[src/rtl/linear_layer_start_fifo_srl.sv]
// Start-token/data FIFO built on a DEPTH-entry SRL shift array with FWFT read-out.
// Optional output register enabled by defining START_FIFO_DOUT_REG_EN.
module linear_layer_start_fifo_srl #(
    parameter int DATA_WIDTH = 1,
    parameter int ADDR_WIDTH = 1,
    parameter int DEPTH      = 2
) (
    input  logic                  clk,
    input  logic                  reset,
    output logic                  if_full_n,
    input  logic                  if_write_ce,
    input  logic                  if_write,
    input  logic [DATA_WIDTH-1:0] if_din,
    output logic                  if_empty_n,
    input  logic                  if_read_ce,
    input  logic                  if_read,
    output logic [DATA_WIDTH-1:0] if_dout
);

    // Array is sized to the full address space so any read address is in range.
    localparam int                SRL_SZ  = 1 << ADDR_WIDTH;
    localparam logic [ADDR_WIDTH:0] C_DEPTH = (ADDR_WIDTH + 1)'(DEPTH);

    logic [DATA_WIDTH-1:0] r_srl [SRL_SZ];
    logic [ADDR_WIDTH:0]   r_count;
    logic [ADDR_WIDTH:0]   w_count_next;
    logic                  r_full_n;
    logic                  r_srl_ne;
    logic [ADDR_WIDTH-1:0] w_addr;
    logic [DATA_WIDTH-1:0] w_srl_dout;
    logic                  w_push;
    logic                  w_srl_pop;

    assign w_push = if_write & if_write_ce & r_full_n;

    always_comb begin
        w_addr = '0;
        if (r_count != '0) begin
            w_addr = ADDR_WIDTH'(r_count - 1'b1);
        end
    end

    assign w_srl_dout = r_srl[w_addr];

    // Newest entry lands in slot 0; the oldest sits at count-1.
    always_ff @(posedge clk) begin
        if (w_push) begin
            r_srl[0] <= if_din;
            for (int i = 1; i < SRL_SZ; i++) begin
                r_srl[i] <= r_srl[i-1];
            end
        end
    end

    always_comb begin
        w_count_next = r_count;
        if (w_push && !w_srl_pop) begin
            w_count_next = r_count + 1'b1;
        end else if (!w_push && w_srl_pop) begin
            w_count_next = r_count - 1'b1;
        end
    end

    always_ff @(posedge clk) begin
        if (reset) begin
            r_count  <= '0;
            r_full_n <= 1'b1;
            r_srl_ne <= 1'b0;
        end else begin
            r_count  <= w_count_next;
            r_full_n <= (w_count_next != C_DEPTH);
            r_srl_ne <= (w_count_next != '0);
        end
    end

    assign if_full_n = r_full_n;

`ifdef START_FIFO_DOUT_REG_EN
    logic                  r_dout_vld;
    logic [DATA_WIDTH-1:0] r_dout;
    logic                  w_pop;

    assign w_pop     = if_read & if_read_ce & r_dout_vld;
    // Refill the output register whenever it is free or being drained this cycle.
    assign w_srl_pop = r_srl_ne & (~r_dout_vld | w_pop);

    always_ff @(posedge clk) begin
        if (reset) begin
            r_dout_vld <= 1'b0;
            r_dout     <= '0;
        end else if (w_srl_pop) begin
            r_dout_vld <= 1'b1;
            r_dout     <= w_srl_dout;
        end else if (w_pop) begin
            r_dout_vld <= 1'b0;
        end
    end

    assign if_empty_n = r_dout_vld;
    assign if_dout    = r_dout;
`else
    assign w_srl_pop  = if_read & if_read_ce & r_srl_ne;
    assign if_empty_n = r_srl_ne;
    assign if_dout    = w_srl_dout;
`endif

endmodule

[config.mk]
export PLATFORM = sky130hd
export DESIGN_NAME = linear_layer_start_fifo_srl
export DESIGN_NICKNAME = d
export VERILOG_FILES = /design/src/rtl/linear_layer_start_fifo_srl.sv
export SDC_FILE = /design/constraint.sdc
export NUM_CORES = 1
export LEC_CHECK = 0
export ABC_AREA = 1
export BUFFER_PORTS_ARGS = -buffer_cell sky130_fd_sc_hd__buf_2
export CORE_AREA = 5 5 42 44
export DETAILED_ROUTE_END_ITERATION = 7
export DIE_AREA = 0 0 47 49
export MAX_ROUTING_LAYER = met4
export PLACE_DENSITY_LB_ADDON = 0.3
export RECOVER_POWER = 25
export SETUP_SLACK_MARGIN = 0.5
export SYNTH_ARGS = -nofsm -noshare
export SYNTH_HDL_FRONTEND = slang
export SYNTH_SLANG_ARGS = --single-unit
[constraint.sdc]
create_clock -name clk -period 1.8 [get_ports clk]
set_clock_uncertainty 0.2 [all_clocks]
set_input_delay 0.18 -clock clk [delete_from_list [all_inputs] [get_ports clk]]
set_output_delay 0.18 -clock clk [all_outputs]
set_load 0.02 [all_outputs]
==> results.sh, run 1 <==
export IMPL_fmax_ghz=0.640
export IMPL_status="finished clean"
export IMPL_multi_input_area_um2=154
export IMPL_yosysUniqueCellTypes=10
export IMPL_setup_viol=0
export IMPL_critPathKind="flop to output pin"
export IMPL_finalSetupTns_ns=0
export IMPL_synth_most_common_cell="nand2_1"
export IMPL_critPathMaxFanout=2
export IMPL_avgViaCountPerCell=3.87
export IMPL_routed_wl_um=577
export IMPL_diodes=0
export IMPL_clkLatencyLatePin_ns=0.25
export IMPL_min_period_ns=1.56
export IMPL_fin_total_pwr_mw=0.652
export IMPL_gr_usage_all_layers_pct=6.08
export IMPL_cts_root_buf="clkbuf_4"
export IMPL_busiest_layer="met2"
export IMPL_io_buffers=9
export IMPL_reg2reg_from="r_count[0]"
export IMPL_ys_flop_type="dfxtp_1"
export IMPL_die_height_um=49
export IMPL_maxCapViolations=0
export IMPL_power_frac_clock_pct=20.5
export IMPL_critPathLaunchType="flop"
export IMPL_switchingPower_mw=0.241
export IMPL_synth_area_top_cells="dfxtp_1, edfxtp_1, nand2_1"
export IMPL_gp_congestion=0.794
export IMPL_hold_slack_ns=0.126
export IMPL_power_frac_seq_pct=33.7
export IMPL_cpPeakStageDelay_ns=0.32
export IMPL_grt_max_degree=5
export IMPL_vdd_drop_max_mv=0.492
export IMPL_clk_pin_slew_ns=0.05
export IMPL_synth_top_area_cell="dfxtp_1"
export IMPL_regArea_um2=145
export IMPL_die_area_mm2=0.00230
export IMPL_synthTopCellsByCount="nand2_1, inv_1, nand3_1, dfxtp_1"
export IMPL_drive_gt1_share_pct=55.8
export IMPL_whs_endpoint="r_srl[0]"
export IMPL_nFillCells=157
export IMPL_p_leak_nw=0.230
export IMPL_antenna_found_initial=0
export IMPL_r2r_end="if_empty_n"
export IMPL_cts_max_level=1
export IMPL_ios=10
export IMPL_cts_inserted_buffers=3
export IMPL_synth_edf_count=2
export IMPL_syn_nets=44
export IMPL_period_share_pct=86.8
export IMPL_crit_chain="inv_2 > ha_4 > mux2_4 > buf_6"
export IMPL_wire_per_inst_um=8.49
export IMPL_ys_seq_area_share_pct=48.5
export IMPL_syn2layout_area_growth_pct=55.8
export IMPL_met1_usage_pct=5.76
export IMPL_worst_pin_slew_ns=0.127
export IMPL_drcViolationCount=0
export IMPL_use_met2_pct=8.14
export IMPL_first_global_vias=247
export IMPL_power_density_mw_per_mm2=1450
export IMPL_drtAntennaViolNets=0
export IMPL_fp_row_count=14
export IMPL_hold_depth=3
export IMPL_syn_inst=36
export IMPL_grt_pass1_wl_um=910
export IMPL_core_area_mm2=0.00140
export IMPL_die_x_um=47
export IMPL_cp_end_kind="output pin"
export IMPL_worst_path_buf_inv=2
export IMPL_cp_slowest_cell="dfxtp_2"
export IMPL_maxSlewViolCount=0
export IMPL_p_int_mw=0.411
export IMPL_rsz0062_at_grt="true"
export IMPL_slew_limit_headroom_pct=91.5
export IMPL_pwr_share_comb_pct=45.8
export IMPL_reg2reg_setup_slack_ns=0.56
export IMPL_ys_ff_latch=6
export IMPL_r2r_cells=7
export IMPL_worst_ep_required_time_ns=1.42
export IMPL_initial_core_util_pct=20.6
export IMPL_grt_overflow=0
export IMPL_hp_class="input pin to flop"
export IMPL_yosys_area_top_type_share_pct=27.7
export IMPL_grtUsageMet3_pct=4.80
export IMPL_cts_sinks=6
export IMPL_synthArstFlopShare_pct=0
export IMPL_tritoncts="done"
export IMPL_dp_hpwl_um=476
export IMPL_vias=263
export IMPL_final_nets=61
export IMPL_cts_buffer_depth=2
export IMPL_worstPathArrival_ns=1.18
export IMPL_ys_warn_count=0
export IMPL_critPathTopFamily="flip-flops"
export IMPL_avgSynthCellArea_um2=8.03
export IMPL_syn_area_um2=289
export IMPL_drt_iter0_drc=2
export IMPL_switching_share_pct=37.0
export IMPL_hp_start="if_write_ce"
export IMPL_drt_first_pass_iters=2
export IMPL_hold_viol_final=0
[metrics by stage]
step | cell area (um2) | instances | setup slack, ns | util [%]
after floorplan | 289 | 36 | 0.511 | -
after global placement | 354 | 61 | 0.450 | 25.3
after detailed placement | 354 | 61 | 0.426 | 25.3
after CTS | 425 | 67 | 0.230 | 30.4
after global routing | 450 | 68 | 0.210 | 32.1
final | 450 | 68 | 0.238 | 32.1
[kinds of logic (layout without fill, tap and decap cells)]
logic type | Yosys count | in the layout | synth area share, %
mux | 1 | 1 | 3.90
buf+inv | 7 | 23 | 9.09
flops | 6 | 6 | 48.5
simple gates | 21 | 21 | 34.2
fa+ha+maj | 1 | 1 | 4.33
[cell usage in the layout (no fill, tap or decap)]
master,count
nor2_4,1
nand2_1,7
inv_2,2
ha_4,1
buf_4,1
clkbuf_4,3
edfxtp_1,2
nand3_2,1
inv_1,5
dfxtp_2,4
mux2_4,1
dlygate4sd3_1,2
nand3_1,5
buf_2,8
buf_6,1
nand2_2,6
clkbuf_1,1
nor2_1,1
[tightest hold or removal path, delay by kind of cell]
| kind | cells | cell delay, ns |
|---|---|---|
| simple gates | 2 | 0.12 |
| buf+inv | 1 | 0.11 |
[state kept, by name (all words and copies together) (netlist names)]
signal      flops
if_empty_n      1
if_full_n       1
r_count         2
r_srl           2
[metal layers]
layer  vias to the layer above  part of all wire [%]
li1                        142                     -
met1                       113                    42
met2                         6                    47
met3                         2                   8.3
met4                         0                   2.4
met5                         -                     0
[area by class of cell]
class | instances | share of cell area (%)
Clock buffer | 4 | 5.83
Inverter | 7 | 5.83
Timing Repair Buffer | 12 | 17.5
Tap cell | 16 | 4.44
Multi-Input combinational cell | 23 | 34.2
Sequential cell | 6 | 32.2
[power groups by stage]
stage	Clock, mW	Combinational [mW]	Sequential (mW)
2_1_floorplan	0	0.139	0.228
3_3_place_gp	0	0.217	0.208
3_5_place_dp	0	0.222	0.209
4_1_cts	0.140	0.258	0.217
5_1_grt	0.148	0.334	0.225
6_report	0.134	0.298	0.220
[repair_timing]
item / 4_1_cts / 5_1_grt
setup endpoints to repair: 3 / 5
endpoints found under the hold margin: 2 / 0
gates cloned: 0 / 0
buffers inserted: 0 / 1
pin swaps: 1 / 4
hold buffers: 2 / 0
resized for setup: 8 / 8
[how the worst max path moves through the flow]
stage / start / end / slack, ns / depth (start not counted)
3_3_place_gp: r_count[0] / if_dout / 0.45 / 4
4_1_cts: r_count[0] / if_dout / 0.23 / 4
2_1_floorplan: if_full_n / if_empty_n / 0.51 / 7
6_report: r_count[0] / if_dout / 0.24 / 4
3_5_place_dp: r_count[0] / if_dout / 0.43 / 4
5_1_grt: r_count[0] / if_dout / 0.21 / 4
No activity file was read; power rests on OpenSTA's default activity.
==> run 2, diff against run 1 <==
--- a/config.mk
+++ b/config.mk
@@ -8,4 +8,5 @@
 export ABC_AREA = 1
 export BUFFER_PORTS_ARGS = -buffer_cell sky130_fd_sc_hd__buf_2
+export CAP_MARGIN = 20
 export CORE_AREA = 5 5 42 44
 export DETAILED_ROUTE_END_ITERATION = 7
==> constraint.sdc (replaced) <==
create_clock -name clk -period 1.8 [get_ports clk]
set_clock_uncertainty 0.2 [all_clocks]
set_input_delay 0.27 -clock clk [delete_from_list [all_inputs] [get_ports clk]]
set_output_delay 0.27 -clock clk [all_outputs]
set_load 0.02 [all_outputs]
==> results.sh, run 2 (same netlist as run 1, synthesis figures left out) <==
export IMPL_drt_iter0_drc=0
export IMPL_period_share_pct=91.8
export IMPL_dpl_cell_area_um2=362
export IMPL_drive_gt1_share_pct=46.2
export IMPL_first_global_vias=240
export IMPL_p_leak_nw=0.231
export IMPL_power_density_mw_per_mm2=1440
export IMPL_routed_wl_um=574
export IMPL_cp_slowest_cell="dfxtp_2"
export IMPL_met1_usage_pct=5.31
export IMPL_cts_sinks=6
export IMPL_cts_inserted_buffers=3
export IMPL_maxCapViolations=0
export IMPL_critPathLaunchType="flop"
export IMPL_top_regs="r_count x2, r_srl x2"
export IMPL_hp_class="input pin to flop"
export IMPL_ios=10
export IMPL_reg2reg_from="if_full_n"
export IMPL_final_nets=61
export IMPL_gr_usage_all_layers_pct=6.01
export IMPL_r2r_cells=7
export IMPL_initial_core_util_pct=20.6
export IMPL_hp_start="reset"
export IMPL_cp_end_kind="output pin"
export IMPL_critPathKind="flop to output pin"
export IMPL_min_period_ns=1.65
export IMPL_cts_buffer_depth=2
export IMPL_drcViolationCount=0
export IMPL_fmax_ghz=0.605
export IMPL_cpPeakStageDelay_ns=0.33
export IMPL_vdd_drop_max_mv=0.445
export IMPL_grt_overflow=0
export IMPL_clkLatencyLatePin_ns=0.24
export IMPL_hold_depth=3
export IMPL_worst_pin_slew_ns=0.259
export IMPL_slew_limit_headroom_pct=82.6
export IMPL_worst_ep_required_time_ns=1.33
export IMPL_setup_viol=0
export IMPL_cts_root_buf="clkbuf_4"
export IMPL_avgViaCountPerCell=3.91
export IMPL_final_common_cell="nand2_1"
export IMPL_hold_slack_ns=0.0621
export IMPL_syn2layout_area_growth_pct=48.5
export IMPL_fin_total_pwr_mw=0.620
export IMPL_tritoncts="done"
export IMPL_grt_pass1_wl_um=862
export IMPL_drtAntennaViolNets=0
export IMPL_r2r_end="if_empty_n"
export IMPL_worstPathArrival_ns=1.18
export IMPL_core_area_mm2=0.00140
export IMPL_reg2reg_setup_slack_ns=0.49
export IMPL_gp_congestion=0.711
export IMPL_busiest_layer="met2"
export IMPL_layout_common_cells="nand2_1, buf_2, inv_1, nand3_1, nand2_2"
export IMPL_antenna_found_initial=0
export IMPL_fin_area_um2=429
export IMPL_grtUsageMet3_pct=6.64
export IMPL_clk_pin_slew_ns=0.05
export IMPL_wire_per_inst_um=8.44
export IMPL_grt_max_degree=5
export IMPL_io_buffers=9
export IMPL_critPathMaxFanout=2
export IMPL_rsz0062_at_grt="true"
export IMPL_worst_path_buf_inv=2
export IMPL_fp_row_count=14
export IMPL_diodes=0
export IMPL_cts_max_level=1
export IMPL_drt_first_pass_iters=1
export IMPL_die_area_mm2=0.00230
export IMPL_crit_chain="inv_2 > ha_4 > mux2_4 > buf_6"
export IMPL_die_x_um=47
export IMPL_whs_endpoint="if_full_n"
export IMPL_vias=266
export IMPL_status="finished clean"
export IMPL_finalSetupTns_ns=0
export IMPL_hold_viol_final=0
export IMPL_die_height_um=49
export IMPL_use_met2_pct=7.24
export IMPL_maxSlewViolCount=0
export IMPL_critPathTopFamily="flip-flops"
## run 2: cell count changes in the layout (fill, tap and decap cells not counted), sizes merged
cell,previous run,this run
dlygate4sd3,2,1
buf,10,11
## run 2: what timing repair did
item / in CTS / in global routing
endpoints found under the setup margin: 2 / 2
pin swaps: 0 / 2
hold buffers: 1 / 0
cloned: 0 / 0
resized for setup: 4 / 3
hold endpoints to repair: 1 / 0
buffers inserted: 1 / 1
## run 2: through the flow
step	setup WS, ns	instances	util (%)
2_1_floorplan	0.500	36	-
3_3_place_gp	0.380	61	25.8
3_5_place_dp	0.376	61	25.8
4_1_cts	0.134	67	30.2
5_1_grt	0.106	68	30.6
6_report	0.147	68	30.6
## run 2: cell type report
cell class                 instances  area [um2]
clock buffer                       4        26.3
fill                             160         972
inverter                           7        26.3
multi-input combinational         23         136
sequential                         6         144
tap                               16        20.0
timing repair buffer              12        76.3
## run 2: worst max-delay path by stage
stage / cells past startpoint / slack [ns] / from / end
final: 4 / 0.15 / r_count[0] / if_dout
after global routing: 4 / 0.11 / r_count[0] / if_dout
after CTS: 4 / 0.13 / r_count[0] / if_dout
after floorplan: 3 / 0.50 / r_count[0] / if_dout
after detailed placement: 4 / 0.38 / r_count[0] / if_dout
after global placement: 3 / 0.38 / r_count[1] / if_dout
## run 2: worst min-delay path, stage by stage
cell and delay (ns):
buf_2 0.07, inv_1 0.05, nand3_1 0.07
## run 2: report_power, final
group	leakage, nW	internal [mW]	switching (mW)
registers	0.0521	0.188	0.0320
clock network	0.0150	0.0841	0.0498
logic	0.164	0.124	0.142
total	0.231	0.396	0.224
## run 2: layer usage
layer | up-vias | wire, um
li1 | 143 | -
met1 | 115 | 229
met2 | 8 | 281
met3 | 0 | 64
met4 | 0 | 0
met5 | - | 0
==> run 3, diff against run 2 <==
ABC_AREA = default   (was 1)
==> results.sh, run 3 <==
export IMPL_clk_pin_slew_ns=0.04
export IMPL_wire_per_inst_um=12.1
export IMPL_worstPathArrival_ns=1.20
export IMPL_die_area_mm2=0.00230
export IMPL_status="finished clean"
export IMPL_cp_end_kind="output pin"
export IMPL_worst_ep_required_time_ns=1.33
export IMPL_pwr_share_comb_pct=44.9
export IMPL_p_leak_nw=0.209
export IMPL_yosys_area_top_type_share_pct=22.9
export IMPL_die_x_um=47
export IMPL_cts_root_buf="clkbuf_4"
export IMPL_switchingPower_mw=0.228
export IMPL_worst_pin_slew_ns=0.223
export IMPL_synth_compound_area_share_pct=13.2
export IMPL_clkLatencyLatePin_ns=0.25
export IMPL_vdd_drop_max_mv=0.464
export IMPL_synth_top_family_by_area="simple AND/OR/NAND/NOR gates"
export IMPL_yosysUniqueCellTypes=22
export IMPL_syn_area_um2=350
export IMPL_grt_pass1_wl_um=1170
export IMPL_p_int_mw=0.429
export IMPL_antenna_found_initial=0
export IMPL_syn_inst=30
export IMPL_synth_most_common_cell="dfxtp_1"
export IMPL_layout_common_cells="buf_2, clkbuf_4, dfxtp_4, buf_4"
export IMPL_fin_total_pwr_mw=0.658
export IMPL_drt_iter0_drc=2
export IMPL_synth_edf_count=2
export IMPL_ys_flop_type="dfxtp_1"
export IMPL_final_common_cell="buf_2"
export IMPL_avgSynthCellArea_um2=11.7
export IMPL_critPathKind="flop to output pin"
export IMPL_routed_wl_um=753
export IMPL_synthXorXnorAreaFrac_pct=10.4
export IMPL_crit_chain="ha_4 > mux2_4 > buf_6"
export IMPL_drtAntennaViolNets=0
export IMPL_io_buffers=9
export IMPL_setup_viol=0
export IMPL_hp_class="input pin to flop"
export IMPL_vias=280
export IMPL_grt_overflow=0
export IMPL_ys_warn_count=0
export IMPL_period_share_pct=92.6
export IMPL_core_area_mm2=0.00140
export IMPL_critPathMaxFanout=5
export IMPL_switching_share_pct=34.7
export IMPL_gr_usage_all_layers_pct=7.95
export IMPL_fp_row_count=14
export IMPL_hold_viol_final=0
export IMPL_drcViolationCount=0
export IMPL_cpPeakStageDelay_ns=0.39
export IMPL_synth_top_area_cell="dfxtp_1"
export IMPL_fin_ws_ns=0.133
export IMPL_synth_area_top_cells="dfxtp_1, edfxtp_1, xnor2_4"
export IMPL_synthAdderAreaFrac_pct=3.57
export IMPL_top_regs="r_count x2, r_srl x2"
export IMPL_critPathTopFamily="flip-flops"
export IMPL_power_frac_seq_pct=34.1
export IMPL_power_frac_clock_pct=21.0
export IMPL_synthSimpleGateAreaFrac_pct=24.3
export IMPL_first_global_vias=273
export IMPL_syn2layout_area_growth_pct=53.9
export IMPL_tritoncts="done"
export IMPL_ys_seq_area_share_pct=40.0
export IMPL_dp_hpwl_um=532
export IMPL_diodes=0
export IMPL_cts_inserted_buffers=3
export IMPL_fin_util_pct=38.5
export IMPL_rsz0062_at_grt="true"
export IMPL_initial_core_util_pct=25.0
export IMPL_synthArstFlopShare_pct=0
export IMPL_finalSetupTns_ns=0
export IMPL_muxShareOfSynthArea_pct=3.21
export IMPL_syn_nets=38
export IMPL_cts_max_level=1
export IMPL_maxSlewViolCount=0
export IMPL_place_ws_ns=0.330
export IMPL_final_nets=55
export IMPL_cts_sinks=6
export IMPL_grt_max_degree=8
export IMPL_cp_slowest_cell="dfxtp_4"
export IMPL_fmax_ghz=0.600
export IMPL_avgViaCountPerCell=4.52
export IMPL_slew_limit_headroom_pct=85.0
export IMPL_power_density_mw_per_mm2=1220
export IMPL_worst_path_buf_inv=1
export IMPL_drive_gt1_share_pct=71.7
export IMPL_critPathLaunchType="flop"
export IMPL_cts_buffer_depth=2
export IMPL_maxCapViolations=0
export IMPL_gp_congestion=0.739
export IMPL_drt_first_pass_iters=2
export IMPL_die_height_um=49
export IMPL_ios=10
export IMPL_min_period_ns=1.67
export IMPL_ys_ff_latch=6
## run 3: area by class of cell
class                           instances  area (um2)
Fill cell                             139         862
Multi-Input combinational cell         21         246
Sequential cell                         6         153
Timing Repair Buffer                   13        83.8
Clock buffer                            4        26.3
Tap cell                               16        20.0
Inverter                                2        10.0
## run 3: stage by stage
step	std cells	area, um2	hold slack, ns
2_1_floorplan	30	393	0.133
3_3_place_gp	54	447	0.253
3_5_place_dp	54	447	0.251
4_1_cts	61	507	0.0269
5_1_grt	62	539	0.0522
6_report	62	539	0.0459
## run 3: final timing paths
check | from | end | slack, ns | cells past startpoint
setup / recovery | r_count[1] | if_dout | 0.13 | 3
hold / removal | reset | r_count[0] | 0.05 | 2
setup reg to reg | r_count[0] | if_full_n | 0.44 | 5
hold reg to reg | r_srl[0] | r_srl[1] | 0.28 | 0
## run 3: power groups by stage
stage | clock, mW | combinational [mW] | sequential [mW]
after floorplan | 0 | 0.184 | 0.234
after global placement | 0 | 0.241 | 0.224
after detailed placement | 0 | 0.239 | 0.226
after CTS | 0.143 | 0.270 | 0.222
after global routing | 0.154 | 0.322 | 0.228
final | 0.138 | 0.295 | 0.224
## run 3: cells by family after synthesis
family          after synthesis
xor+xnor                      2
buf+inv                       3
flops                         6
simple gates                 10
mux                           1
fa+ha+maj                     1
compound gates                7
## run 3: per-layer routing
layer | wire (um) | global-route usage (%) | share of wire [%]
met5 | 0 | - | 0
met4 | 44 | 9.68 | 5.8
met3 | 27 | 2.21 | 3.6
met2 | 380 | 11.1 | 50
met1 | 300 | 7.49 | 40
## run 3: timing repair
item / CTS / global route
hold buffers: 1 / 0
endpoints found under the hold margin: 1 / 0
endpoints found under the setup margin: 4 / 4
buffers inserted: 2 / 1
pin swaps: 2 / 4
resized for setup: 4 / 6
